File: config.mk
export PLATFORM = sky130hd
export DESIGN_NAME = fcp6_master_arbiter
export DESIGN_NICKNAME = d
export VERILOG_FILES = /design/src/rtl/fcp6_pkg.sv /design/src/rtl/fcp6_rr_pick.sv /design/src/rtl/fcp6_master_arbiter.sv
export SDC_FILE = /design/constraint.sdc
export NUM_CORES = 1
export LEC_CHECK = 0
export BUFFER_PORTS_ARGS = -buffer_cell sky130_fd_sc_hd__buf_2
export CORE_AREA = 3 3 75 77
export CTS_CLUSTER_DIAMETER = 40
export DETAILED_ROUTE_END_ITERATION = 16
export DIE_AREA = 0 0 78 80
export PLACE_DENSITY = 0.7
export SLEW_MARGIN = 20
export SYNTH_ARGS = -nofsm -noshare
export SYNTH_HDL_FRONTEND = slang
export SYNTH_SLANG_ARGS = --single-unit
File: constraint.sdc
create_clock -name clk -period 2.62 [get_ports clk]
set_input_delay 0.262 -clock clk [delete_from_list [all_inputs] [get_ports clk]]
set_output_delay 0.262 -clock clk [all_outputs]
set_load 0.005 [all_outputs]
File: src/rtl/fcp6_pkg.sv
// Shared constants and FSM encoding for the FCP6 master arbiter.
package fcp6_pkg;

  localparam int unsigned FCP6_BYTE_W          = 8;
  localparam int unsigned FCP6_TIMEOUT_DEFAULT = 255;

  typedef enum logic [2:0] {
    StIdle     = 3'd0,
    StLaunch   = 3'd1,
    StWaitBusy = 3'd2,
    StWaitDone = 3'd3,
    StFinish   = 3'd4
  } arb_state_e;

endpackage

File: src/rtl/fcp6_rr_pick.sv
// Round-robin winner select: rotate requests by ptr, take the lowest set bit, rotate back.
module fcp6_rr_pick
  import fcp6_pkg::*;
#(
  parameter int unsigned NUM_REQ = 4,
  parameter int unsigned IDX_W   = 2
) (
  input  logic [NUM_REQ-1:0] req_i,
  input  logic [IDX_W-1:0]   ptr_i,
  output logic               valid_o,
  output logic [IDX_W-1:0]   idx_o
);

  logic [2*NUM_REQ-1:0] req_dbl;
  logic [2*NUM_REQ-1:0] rot_wide;
  logic [NUM_REQ-1:0]   rot;
  logic [IDX_W-1:0]     enc;
  logic [IDX_W:0]       sum;

  always_comb begin
    req_dbl  = {req_i, req_i};
    rot_wide = req_dbl >> ptr_i;
    rot      = rot_wide[NUM_REQ-1:0];

    enc = '0;
    for (int i = NUM_REQ - 1; i >= 0; i--) begin
      if (rot[i]) enc = IDX_W'(i);
    end
    valid_o = |rot;

    // Undo the rotation modulo NUM_REQ, which need not be a power of two.
    sum = {1'b0, enc} + {1'b0, ptr_i};
    if (sum >= (IDX_W + 1)'(NUM_REQ)) sum = sum - (IDX_W + 1)'(NUM_REQ);
    idx_o = sum[IDX_W-1:0];
  end

endmodule

File: src/rtl/fcp6_master_arbiter.sv
// Round-robin sequencer sharing one FCP6 master between NUM_REQ requesters.
// Define FCP6_ARB_TIMEOUT_EN to add a busy-handshake watchdog that reports err instead of done.
module fcp6_master_arbiter
  import fcp6_pkg::*;
#(
  parameter int unsigned NUM_REQ = 4,
  parameter int unsigned IDX_W   = 2,
  parameter int unsigned TIMEOUT = FCP6_TIMEOUT_DEFAULT
) (
  input  logic                           clk,
  input  logic                           rst,
  input  logic [NUM_REQ-1:0]             req,
  input  logic [NUM_REQ*FCP6_BYTE_W-1:0] req_header,
  input  logic [NUM_REQ*FCP6_BYTE_W-1:0] req_data,
  output logic [NUM_REQ-1:0]             gnt,
  output logic [NUM_REQ-1:0]             done,
  output logic [NUM_REQ-1:0]             err,
  output logic                           m_start,
  output logic [FCP6_BYTE_W-1:0]         m_header,
  output logic [FCP6_BYTE_W-1:0]         m_data,
  input  logic                           m_busy,
  output logic                           arb_busy
);

  arb_state_e               state_q, state_d;
  logic [NUM_REQ-1:0]       gnt_q, gnt_d;
  logic [NUM_REQ-1:0]       done_q, done_d;
  logic                     m_start_q, m_start_d;
  logic [FCP6_BYTE_W-1:0]   m_header_q, m_header_d;
  logic [FCP6_BYTE_W-1:0]   m_data_q, m_data_d;
  logic [IDX_W-1:0]         ptr_q, ptr_d;
  logic [IDX_W-1:0]         win_q, win_d;

  logic                     pick_valid;
  logic [IDX_W-1:0]         pick_idx;
  logic [IDX_W-1:0]         ptr_next;
  logic [FCP6_BYTE_W-1:0]   pick_hdr, pick_dat;
  logic [NUM_REQ-1:0]       pick_onehot;

  fcp6_rr_pick #(
    .NUM_REQ (NUM_REQ),
    .IDX_W   (IDX_W)
  ) u_pick (
    .req_i   (req),
    .ptr_i   (ptr_q),
    .valid_o (pick_valid),
    .idx_o   (pick_idx)
  );

  always_comb begin
    pick_hdr    = '0;
    pick_dat    = '0;
    pick_onehot = '0;
    for (int i = 0; i < NUM_REQ; i++) begin
      if (pick_idx == IDX_W'(i)) begin
        pick_hdr       = req_header[i*FCP6_BYTE_W +: FCP6_BYTE_W];
        pick_dat       = req_data[i*FCP6_BYTE_W +: FCP6_BYTE_W];
        pick_onehot[i] = 1'b1;
      end
    end
    ptr_next = (win_q == IDX_W'(NUM_REQ - 1)) ? '0 : win_q + IDX_W'(1);
  end

`ifdef FCP6_ARB_TIMEOUT_EN
  localparam int unsigned WdogW = (TIMEOUT > 255) ? 16 : 8;
  logic [WdogW-1:0]   wdog_q, wdog_d;
  logic [NUM_REQ-1:0] err_q, err_d;
  logic               wdog_hit;

  assign wdog_hit = (wdog_q == WdogW'(TIMEOUT - 1));
`endif

  always_comb begin
    state_d    = state_q;
    gnt_d      = gnt_q;
    done_d     = '0;
    m_start_d  = 1'b0;
    m_header_d = m_header_q;
    m_data_d   = m_data_q;
    ptr_d      = ptr_q;
    win_d      = win_q;
`ifdef FCP6_ARB_TIMEOUT_EN
    err_d  = '0;
    wdog_d = wdog_q;
`endif

    unique case (state_q)
      StIdle: begin
        // Busy while idle means someone else owns the master; hold off.
        if (pick_valid && !m_busy) begin
          gnt_d      = pick_onehot;
          win_d      = pick_idx;
          m_header_d = pick_hdr;
          m_data_d   = pick_dat;
          state_d    = StLaunch;
        end
      end
      StLaunch: begin
        m_start_d = 1'b1;
        state_d   = StWaitBusy;
`ifdef FCP6_ARB_TIMEOUT_EN
        wdog_d = '0;
`endif
      end
      StWaitBusy: begin
        if (m_busy) begin
          state_d = StWaitDone;
`ifdef FCP6_ARB_TIMEOUT_EN
          wdog_d = '0;
        end else if (wdog_hit) begin
          err_d   = gnt_q;
          gnt_d   = '0;
          ptr_d   = ptr_next;
          state_d = StIdle;
        end else begin
          wdog_d = wdog_q + WdogW'(1);
`endif
        end
      end
      StWaitDone: begin
        if (!m_busy) begin
          state_d = StFinish;
`ifdef FCP6_ARB_TIMEOUT_EN
        end else if (wdog_hit) begin
          err_d   = gnt_q;
          gnt_d   = '0;
          ptr_d   = ptr_next;
          state_d = StIdle;
        end else begin
          wdog_d = wdog_q + WdogW'(1);
`endif
        end
      end
      StFinish: begin
        done_d  = gnt_q;
        gnt_d   = '0;
        ptr_d   = ptr_next;
        state_d = StIdle;
      end
      default: state_d = StIdle;
    endcase
  end

  always_ff @(posedge clk) begin
    if (!rst) begin
      state_q    <= StIdle;
      gnt_q      <= '0;
      done_q     <= '0;
      m_start_q  <= 1'b0;
      m_header_q <= '0;
      m_data_q   <= '0;
      ptr_q      <= '0;
      win_q      <= '0;
    end else begin
      state_q    <= state_d;
      gnt_q      <= gnt_d;
      done_q     <= done_d;
      m_start_q  <= m_start_d;
      m_header_q <= m_header_d;
      m_data_q   <= m_data_d;
      ptr_q      <= ptr_d;
      win_q      <= win_d;
    end
  end

`ifdef FCP6_ARB_TIMEOUT_EN
  always_ff @(posedge clk) begin
    if (!rst) begin
      wdog_q <= '0;
      err_q  <= '0;
    end else begin
      wdog_q <= wdog_d;
      err_q  <= err_d;
    end
  end

  assign err = err_q;
`else
  assign err = '0;
`endif

  assign gnt      = gnt_q;
  assign done     = done_q;
  assign m_start  = m_start_q;
  assign m_header = m_header_q;
  assign m_data   = m_data_q;
  assign arb_busy = (state_q != StIdle);

endmodule

==> flow_metrics.py <==
metrics = {
    "run_status": {
        "run_status": "finished, final reports clean",
    },
    "floorplan": {
        "floorplan.initialDensity_pct": 39.9,
        "die-area_um2": 6240,
        "die-height_um": 80,
        "core_rows": 26,
        "floorplan.die.width_um": 78,
        "ios": 101,
        "floorplan.core_area_um2": 5070,
    },
    "layout": {
        "antennaDiodeCount": 0,
        "layout_common_cells": "sky130_fd_sc_hd__buf_2, sky130_fd_sc_hd__nand2_1, sky130_fd_sc_hd__dfxtp_1, sky130_fd_sc_hd__nor3_1, sky130_fd_sc_hd__buf_4",
        "nFillCells": 500,
        "layoutNonFillerInstCount": 424,
        "final_layout_size_suffix_gt1_share_pct": 40.7,
        "fin_util_pct": 56.0,
        "finalNetCount": 426,
        "mostFrequentLayoutCell": "sky130_fd_sc_hd__buf_2",
        "area_delta_synth_final_pct": 40.4,
    },
    "placement": {
        "io_buffers": 96,
        "routabilityCongestion": 0.858,
        "dp_slack_ps": -137,
        "post-dp-hpwl_um": 4450,
        "dp.cells": 415,
    },
    "clock_tree": {
        "clkSlewWorstSetupHoldPaths_ps": 80,
        "cts.sink_count": 32,
        "tritoncts": "yes",
        "htree_num_levels": 2,
        "insertion_delay_ps": 290,
        "clock_buffers_created_by_tritoncts": 5,
        "ctsRootBufferMaster": "sky130_fd_sc_hd__clkbuf_8",
        "post_cts_hold_buffer_count": 0,
        "cts_max_path_buffers": 2,
    },
    "sta": {
        "worst_pin_slew_ps": 679,
        "f_max_mhz": 394,
        "worst_setup_margin_ps": 79.1,
        "min_period_ps": 2540,
        "slew_headroom_pct": 54.6,
        "post_route_clock_period_utilization_pct": 97.0,
        "timing.final.setup_violations": 0,
        "finalClockSkew_ps": 9.69,
        "final.setup.tns_ps": 0,
        "hold_violations": 0,
        "slew_viol_final": 0,
    },
    "drt": {
        "detail_route.wl_per_cell_um": 13.9,
        "drc": 0,
        "route.final.wire_length_um": 5910,
        "dr_total_vias": 2221,
        "post_drt_via_cell_ratio": 5.24,
        "drt_pass1_iterations": 4,
        "detailedRoute.firstIterationViolations": 95,
        "drtAntennaViolNets": 0,
    },
    "grt": {
        "gr_usage_total_pct": 18.9,
        "antenna_found_initial": 0,
        "global_route_wire_length_before_repair_um": 9560,
        "globalRouteOverflowTotal": 0,
        "grt_start_max_net_pins": 22,
        "via_count_of_the_first_global_routing_pass": 2067,
    },
    "logic_synthesis": {
        "yosys-top-cells-area": "sky130_fd_sc_hd__dfxtp_1, sky130_fd_sc_hd__a311oi_1, sky130_fd_sc_hd__nand2_1",
        "synth_cell_types": 46,
        "ys_ff_latch": 32,
        "part_of_the_yosys_area_used_for_sequential_elements_pct": 31.7,
        "synth_top_cell_by_area": "sky130_fd_sc_hd__dfxtp_1",
        "synth_edf_count": 0,
        "synth_flop_cell": "sky130_fd_sc_hd__dfxtp_1",
        "syn-instance-count": 253,
        "synthArstFlopShare_pct": 0,
        "yosys_warnings": 0,
        "synthesis.area_per_instance_um2": 8.00,
        "synth_top_area_share_pct": 31.7,
        "syn_area_um2": 2020,
    },
    "power": {
        "leakagePower_uw": 0.00136,
        "worst_ir_drop_vdd_mv": 0.317,
        "p_clk_share_pct": 34.8,
        "share_seq_of_total_power_pct": 39.7,
        "share_comb_of_total_power_pct": 25.5,
        "power_per_cell_area_nw_per_um2": 481,
        "cellInternalPower_uw": 975,
        "net-switching-power_uw": 390,
        "swShare_pct": 28.6,
    },
    "critical_path": {
        "crit_family": "compound AO/OA/AOI/OAI gates",
        "reg2reg_setup_slack_ps": 80,
        "timing.reg2reg.worst_path_depth": 11,
        "critPathArrivalTime_ps": 2710,
        "critical_path_class": "reg2reg",
        "worstReg2RegEnd": "m_header[0]",
        "setup.worst_path.start_class": "register",
        "critical_path.slowest_cell": "sky130_fd_sc_hd__dfxtp_1",
        "critPathBufInv": 1,
        "cp_cell_sequence": "and2b_1 -> a221oi_2 -> a31oi_1 -> a211o_1 -> ha_4 -> xnor2_4 -> o21a_4 -> or2_4 -> buf_2 -> a311oi_1 -> o221ai_1",
        "required_ps": 2790,
        "cp_max_fo": 6,
        "critical-path-max-stage-delay_ps": 330,
        "end_kind": "register",
        "worst_r2r_startpoint": "ptr_q[0]",
    },
    "min_path": {
        "min_delay_path_depth": 2,
        "worstHoldEndpoint": "state_q[2]",
        "hold_path.class": "in2reg",
        "worstHoldStart": "m_busy",
    },
    "job": {
        "maxCapViolations": 0,
    },
}
## sequential cells by signal (all words and copies together), names as in the netlist
name / cells
m_data: 8
done: 4
win_q: 2
gnt: 4
m_header: 8
m_start: 1
ptr_q: 2
state_q: 3
## worst register-to-register path, delay by kind of cell (launching register included)
kind,cells,cell delay (ps)
xor+xnor,1,140
simple gates,2,450
fa+ha+maj,1,200
flops,1,330
buf+inv,1,190
compound gates,6,1150
## layer usage
metal | GRT usage, % | share of wire, %
met5 | 0 | 0
met4 | 6.82 | 1.4
met3 | 4.40 | 5.9
met2 | 30.1 | 48
met1 | 24.8 | 44
## stage by stage
stage               hold slack, ps  cell area (um2)  power (uW)
finish                         185             2840        1360
detailed placement             443             2620         877
global placement               441             2620         869
global route                   179             2840        1440
floorplan                      340             2060         742
CTS                            177             2770        1360
## worst max path at each step
stage                  endpoint  depth (start not counted)  slack, ps  startpoint
floorplan             m_data[0]                         13          2    ptr_q[0]
global placement      m_data[2]                         12        -20      req[1]
detailed placement    m_data[2]                         12       -140      req[1]
CTS                   m_data[5]                         11         40    ptr_q[0]
global route        m_header[1]                         11         -6    ptr_q[0]
finish              m_header[0]                         11         80    ptr_q[0]
## synth_stat cells, types with 2 or more instances
library cell,instances
sky130_fd_sc_hd__a32oi_1,2
sky130_fd_sc_hd__nand2_1,37
sky130_fd_sc_hd__nand2b_1,2
sky130_fd_sc_hd__dfxtp_1,32
sky130_fd_sc_hd__and3_1,4
sky130_fd_sc_hd__a311oi_1,16
sky130_fd_sc_hd__nand3_1,4
sky130_fd_sc_hd__mux2i_1,8
sky130_fd_sc_hd__buf_2,7
sky130_fd_sc_hd__or3_1,2
sky130_fd_sc_hd__a21oi_1,6
sky130_fd_sc_hd__ha_1,2
sky130_fd_sc_hd__buf_6,2
sky130_fd_sc_hd__a21boi_0,3
sky130_fd_sc_hd__nor3_1,22
sky130_fd_sc_hd__buf_4,8
sky130_fd_sc_hd__a21o_1,2
sky130_fd_sc_hd__nor2b_1,3
sky130_fd_sc_hd__o221ai_1,14
sky130_fd_sc_hd__nor4b_1,14
sky130_fd_sc_hd__nand3b_1,2
sky130_fd_sc_hd__clkbuf_1,10
sky130_fd_sc_hd__nor2_1,12
sky130_fd_sc_hd__inv_1,15
sky130_fd_sc_hd__and2_1,2
sky130_fd_sc_hd__and2b_1,2
## kinds of logic (layout without fill, tap and decap cells)
group,count (synthesis),in the layout,share of synthesized area [%]
compound gates,54,54,22.2
mux,8,8,3.96
buf+inv,42,140,10.5
flops,32,32,31.7
fa+ha+maj,2,2,1.24
other cells,1,4,0.185
simple gates,112,112,29.4
xor+xnor,2,2,0.866
## area by class of cell
type	instances	area [um2]	share of cell area, %
flip-flops and latches	32	641	22.6
multi-input cells	182	1300	45.7
clock inverters	3	42.5	1.50
clock buffers	5	68.8	2.42
inverters	15	56.3	1.98
well taps	70	87.6	3.08
repair buffers	117	647	22.8
## timing repair
| action | in CTS | in global routing |
|---|---|---|
| cloned | 0 | 1 |
| setup endpoints to repair | 6 | 14 |
| buffers inserted | 0 | 0 |
| pin swaps | 1 | 2 |
| hold endpoints to repair | 0 | 0 |
| resized for setup | 6 | 11 |
## power groups by stage
stage / logic, uW / registers, uW / clock network [uW]
2_1_floorplan: 189 / 553 / 0
3_3_place_gp: 318 / 551 / 0
3_5_place_dp: 325 / 552 / 0
4_1_cts: 335 / 541 / 486
5_1_grt: 386 / 545 / 512
6_report: 348 / 541 / 475
Note: power is estimated with default switching activity, not from simulation.
